<file path="config.mk">
export PLATFORM = sky130hd
export DESIGN_NAME = uart_line_rx
export DESIGN_NICKNAME = d
export VERILOG_FILES = /design/src/rtl/uart_line_rx.sv
export SDC_FILE = /design/constraint.sdc
export NUM_CORES = 1
export LEC_CHECK = 0
export CAP_MARGIN = 20
export CORE_MARGIN = 3
export CORE_UTILIZATION = 59
export CTS_CLUSTER_SIZE = 10
export DETAILED_ROUTE_END_ITERATION = 8
export PLACE_DENSITY = 0.82
export SETUP_SLACK_MARGIN = 0.05
export SLEW_MARGIN = 10
export SYNTH_ARGS = -nofsm -noshare
export SYNTH_HDL_FRONTEND = slang
export SYNTH_SLANG_ARGS = --single-unit
</file>
<file path="constraint.sdc">
create_clock -name clk -period 3.6 [get_ports clk]
set_input_delay 0.36 -clock clk [delete_from_list [all_inputs] [get_ports clk]]
set_output_delay 0.36 -clock clk [all_outputs]
set_load 0.02 [all_outputs]
</file>
<file path="src/rtl/uart_line_rx.sv">
// 8N1 UART receiver: 2-flop synchronizer, start-bit validation at mid-bit,
// and a frame-error/break handler that waits for the line to return high.
module uart_line_rx #(
  parameter int unsigned CLKS_PER_BIT = 16
) (
  input  logic       clk,
  input  logic       resetn,
  input  logic       rxd,
  output logic [7:0] uart_data,
  output logic       uart_data_valid,
  output logic       frame_err,
  output logic       busy
);

  localparam int unsigned HALF_BIT = CLKS_PER_BIT / 2;
  localparam int unsigned TW       = (CLKS_PER_BIT > 2) ? $clog2(CLKS_PER_BIT) : 1;
  localparam logic [TW-1:0] T_HALF = TW'(HALF_BIT - 1);
  localparam logic [TW-1:0] T_FULL = TW'(CLKS_PER_BIT - 1);

  typedef enum logic [2:0] {
    S_IDLE  = 3'd0,
    S_START = 3'd1,
    S_DATA  = 3'd2,
    S_STOP  = 3'd3,
    S_BREAK = 3'd4
  } state_t;

  state_t          r_state, w_state_nxt;
  logic            r_sync1, r_sync2;
  logic            w_rxs;
  logic [TW-1:0]   r_timer, w_timer_nxt;
  logic [2:0]      r_idx, w_idx_nxt;
  logic [7:0]      r_shift, w_shift_nxt;
  logic [7:0]      r_data, w_data_nxt;
  logic            r_valid, w_valid_nxt;
  logic            r_ferr, w_ferr_nxt;

  assign w_rxs = r_sync2;

  // Synchronizer resets high so a line already low after reset reads as a fresh falling edge
  always_ff @(posedge clk or negedge resetn) begin
    if (!resetn) begin
      r_sync1 <= 1'b1;
      r_sync2 <= 1'b1;
    end else begin
      r_sync1 <= rxd;
      r_sync2 <= r_sync1;
    end
  end

  always_ff @(posedge clk or negedge resetn) begin
    if (!resetn) begin
      r_state <= S_IDLE;
      r_timer <= '0;
      r_idx   <= 3'd0;
      r_shift <= 8'h00;
      r_data  <= 8'h00;
      r_valid <= 1'b0;
      r_ferr  <= 1'b0;
    end else begin
      r_state <= w_state_nxt;
      r_timer <= w_timer_nxt;
      r_idx   <= w_idx_nxt;
      r_shift <= w_shift_nxt;
      r_data  <= w_data_nxt;
      r_valid <= w_valid_nxt;
      r_ferr  <= w_ferr_nxt;
    end
  end

  always_comb begin
    w_state_nxt = r_state;
    w_timer_nxt = r_timer;
    w_idx_nxt   = r_idx;
    w_shift_nxt = r_shift;
    w_data_nxt  = r_data;
    w_valid_nxt = 1'b0;
    w_ferr_nxt  = 1'b0;
    case (r_state)
      S_IDLE: begin
        if (!w_rxs) begin
          w_state_nxt = S_START;
          w_timer_nxt = '0;
        end
      end
      S_START: begin
        if (r_timer == T_HALF) begin
          w_timer_nxt = '0;
          w_idx_nxt   = 3'd0;
          w_state_nxt = w_rxs ? S_IDLE : S_DATA;
        end else begin
          w_timer_nxt = r_timer + TW'(1);
        end
      end
      S_DATA: begin
        if (r_timer == T_FULL) begin
          w_timer_nxt          = '0;
          w_shift_nxt[r_idx]   = w_rxs;
          w_idx_nxt            = r_idx + 3'd1;
          if (r_idx == 3'd7) begin
            w_state_nxt = S_STOP;
          end
        end else begin
          w_timer_nxt = r_timer + TW'(1);
        end
      end
      S_STOP: begin
        if (r_timer == T_FULL) begin
          w_timer_nxt = '0;
          if (w_rxs) begin
            w_data_nxt  = r_shift;
            w_valid_nxt = 1'b1;
            w_state_nxt = S_IDLE;
          end else begin
            w_ferr_nxt  = 1'b1;
            w_state_nxt = S_BREAK;
          end
        end else begin
          w_timer_nxt = r_timer + TW'(1);
        end
      end
      S_BREAK: begin
        // Hold here for the whole low period so a long break yields one error only
        if (w_rxs) begin
          w_state_nxt = S_IDLE;
        end
      end
      default: begin
        w_state_nxt = S_IDLE;
      end
    endcase
  end

  assign uart_data       = r_data;
  assign uart_data_valid = r_valid;
  assign frame_err       = r_ferr;
  assign busy            = (r_state != S_IDLE);

endmodule

</file>
# Word level (Yosys, flattened, before mapping)
# Cells that the tools add are included.
# word_totals
ram_bits,0
latch_bits,0
in_bits,3
elab_cells,62
output_inout_bits,11
rom_bits,0
regBits,30
memories,0
# classes
n_lt_le_gt_ge,2
eq_ne,13
div,0
n_reduce_logical,11
mul,0
n_shift,0
n_bitwise,0
n_mux,25
add_sub_neg,2
# op_table
op,n
$mux 3,9
$pmux 3 s5,1
$mux 4,3
$ne 2x2->1 const B,6
$pmux 4 s3,1
$bwmux 8,1
$mux 1,7
$eq 3x2->1 const B,2
$eq 3x3->1 const B,2
$pmux 3 s2,1
$reduce_and 3->1,2
$reduce_and 6->1,1
$reduce_bool 3->1,2
$add 4x1->4 const B,1
$eq 4x3->1 const B,1
$eq 4x4->1 const B,1
$lt 3x4->1 const B,1
$reduce_and 2->1,2
$add 3x1->3 const B,1
$demux 1 s3,1
$eq 3x1->1 const B,1
$ge 3x1->1 const B,1
$logic_not 3->1,1
$mux 2,1
3 further kinds,3

# Longest topological paths before layout
# logic_depth
depth_word,5
mapped_depth,6
ltp_nobuf,5

# Least setup slack after synthesis
# No wires, ideal clock.
# synth_timing
path_type,register -> register
startpoint,register r_timer[0]
endpoint,"register r_data[0], in the netlist uart_data[0]"
stages_incl_launch_ff,7
n_path_buf,2
required_time_ps,3475
t_arrival_ps,1534
synth_period_minus_slack_ps,1659
setup_slack_ps,1941
path_cell_list,dfrtp_1 -> ha_1 -> buf_2 -> and3_1 -> and4_1 -> buf_4 -> mux2_2
# synth_between
elab_chain_cells,2
# synth_lines
element,line,text
from (decl),31,"logic [TW-1:0] r_timer, w_timer_nxt;"
from (signal assigned),62,r_timer <= w_timer_nxt;
$eq 4x4->1,108,if (r_timer == T_FULL) begin
$reduce_and 3->1 (no source line),n/a,
to (signal assigned),65,r_data <= w_data_nxt;
to (decl),34,"logic [7:0] r_data, w_data_nxt;"
# Every way passes these cells.
# A chain may end at the register's enable or synchronous reset.

# Final worst setup path
# layout_timing
startpoint,register r_state[2]
endpoint,output port busy
# layout_between
elab_chain_cells,1
# layout_lines
element,line,text
from (decl),28,"state_t r_state, w_state_nxt;"
from (signal assigned),61,r_state <= w_state_nxt;
$reduce_bool 3->1,137,assign busy = (r_state != S_IDLE);
to (decl),12,output logic busy
# Every way passes these cells.

==> results.toml <==
[run_status]
status = "completed"

[floorplanning]
num_rows = 16
fp.dieW_um = 54.7
start_util = 0.664
coreArea_um2 = 2100
die_h_um = 54.7
ios = 14
dieArea_um2 = 2990

[global_routing]
antenna_found_initial = 0
grt_max_degree = 31
grtUsageTotal = 0.205
grt.overflow.total = 0
grt_pass1_wl_mm = 4.16
grt_pass1_vias = 836

[logic_synthesis]
postSynthNetCount = 117
synth.ff_latch_count = 30
synth_ff_type = "dfrtp_1"
synth_cell_types = 40
syn-instance-count = 111
synth_warnings = 0
synthArstFlopShare = 1.00
avgSynthCellArea_um2 = 12.6
synth-edff-count = 0
netlist_area_um2 = 1400
ys_seq_area_frac = 0.539

[timing]
finClkSkew_ps = 15.3
min_period_ps = 2190
period_share = 0.608
setup-tns-final_ps = 0
timing.hold.ws_ps = 366
rsz0062_at_grt = "false"
setup_viol = 0
slew_viol_final = 0
final-hold-violation-count = 0
clock.fmax_mhz = 457
worst_pin_slew_ps = 436
relSlewSlack = 0.710

[setup_path]
worst_path_max_delay_cell = "clkdlybuf4s50_1"
worstSetupEndpointType = "output pin"
cp_max_fo = 15
critPathKind = "flop to output pin"
critPathLaunchType = "flop"
cp_cell_sequence = "or3_1 > clkdlybuf4s50_1"
crit_path_max_incr_delay_ps = 550
critPathRequiredTime_ps = 3240
cp.arrival_ps = 1830

[power_and_ir_drop]
cellPowerDensity_nw_per_um2 = 520
finalPower_uw = 824
p_leak_nw = 0.720
vdd_drop_max_v = 0.000418

[routing]
detail-route-antenna-nets = 0
drcViolationCount = 0
num_vias = 922
dr.pass1.iters = 4
totalWireLength_mm = 2.42
first_iter_violations = 8
wire_per_inst_um = 16.0
via_per_inst = 6.11

[worst_hold_path]
hp-class = "flop to flop"

[cts]
cts_sinks = 30
postCtsHoldBufs = 0
cts_root_buffer = "clkbuf_4"
cts_tree = "yes"
clk_latency_ps = 330
numCtsBuffers = 5
ctsResizeCount = 0
htreeDepth = 2
cts_setup_buffers = 0
ctsLongestPathBuffers = 2
clkTransAtPathRegs_ps = 90

[placed_design]
dp_hpwl_mm = 1.69
place.gp.congestion = 0.821
placed_area_um2 = 1520
port_buffers = 13

[run]
maxCapViolCount = 0

[finish]
nets = 129
drive_above_1_share = 0.250
syn_to_final_growth_pct = 13.4
multiInputGateArea_um2 = 587
final_core_util = 0.753
antenna_cells = 0
fillCellCount = 150
final_area_um2 = 1580
regArea_um2 = 753
## power breakdown
group          switching, mW  total, mW  internal [mW]
Sequential            0.0633      0.433          0.369
Clock                  0.116      0.210         0.0938
Combinational         0.0846      0.182         0.0969
Total                  0.264      0.824          0.560
## logic make-up after synthesis
kind of cell	synth area share
mux	0.155
compound gates	0.0780
buf+inv	0.0403
xor+xnor	0.0125
simple gates	0.148
flops	0.539
fa+ha+maj	0.0269
## cell usage after synthesis (3+ instances only)
master    number  share of area
dfrtp_1       28           0.50
a21oi_1        3          0.011
clkbuf_1       4          0.011
a22o_1         3          0.019
mux2_2        17           0.14
nand3_1        5          0.018
nor2_1         3         0.0081
buf_2          3          0.011
ha_1           3          0.027
nand4_1        3          0.013
nand2_1        3         0.0081
## cell type report
class / instances / area share
timing repair buffer: 14 / 0.0870
clock buffer: 6 / 0.0324
inverter: 2 / 0.00474
tap: 27 / 0.0213
clock inverter: 2 / 0.00791
sequential: 30 / 0.476
multi-input combinational: 70 / 0.371
## metal layers
metal / up-vias / GRT usage / share of wire / routed length [um]
li1: 436 / - / - / -
met1: 458 / 0.276 / 0.46 / 1110
met2: 20 / 0.293 / 0.47 / 1140
met3: 8 / 0.0763 / 0.050 / 120
met4: 0 / 0.0871 / 0.019 / 45
met5: - / 0 / 0 / 0
## cell usage in the layout (no fill, tap or decap), types with 2 or more instances in the layout
cell / count
a21oi_1: 3
nand4_1: 3
dfstp_2: 2
inv_1: 2
mux2_2: 17
a211oi_1: 2
nor2_1: 3
clkdlybuf4s50_1: 13
ha_1: 3
nand3_1: 5
a22o_1: 3
nor3_1: 2
clkbuf_4: 5
nor3b_1: 2
dfrtp_1: 28
o2bb2ai_1: 2
nand2_1: 3
nor4_1: 2
## path summary, 6_finish.rpt
kind	depth (start not counted)	to	startpoint	slack, ps
max	2	busy	r_state[2]	1410
min	0	r_sync2	r_sync1	370
max reg2reg	4	uart_data[7]	r_timer[0]	1640
min reg2reg	0	r_sync2	r_sync1	370
max in group asynchronous	2	r_sync1	resetn	2890
min in group asynchronous	2	uart_data[5]	resetn	400
## per-stage QoR
step,setup WS (ps),instances
after global placement,1740,143
final,1410,151
after CTS,1400,151
after global routing,1310,151
after detailed placement,1650,143
after floorplan,1940,111
## critical path, delay by kind of cell, from the launching register on
kind          cells  cell delay [ps]
buf+inv           1              550
flops             1              540
simple gates      1              420
## state kept, by name, indices dropped and copies added (netlist names), 3 cells and up
signal / count
r_shift: 8
uart_data: 8
r_timer: 4
r_idx: 3
r_state: 3
No activity file was read; power rests on OpenSTA's default activity.
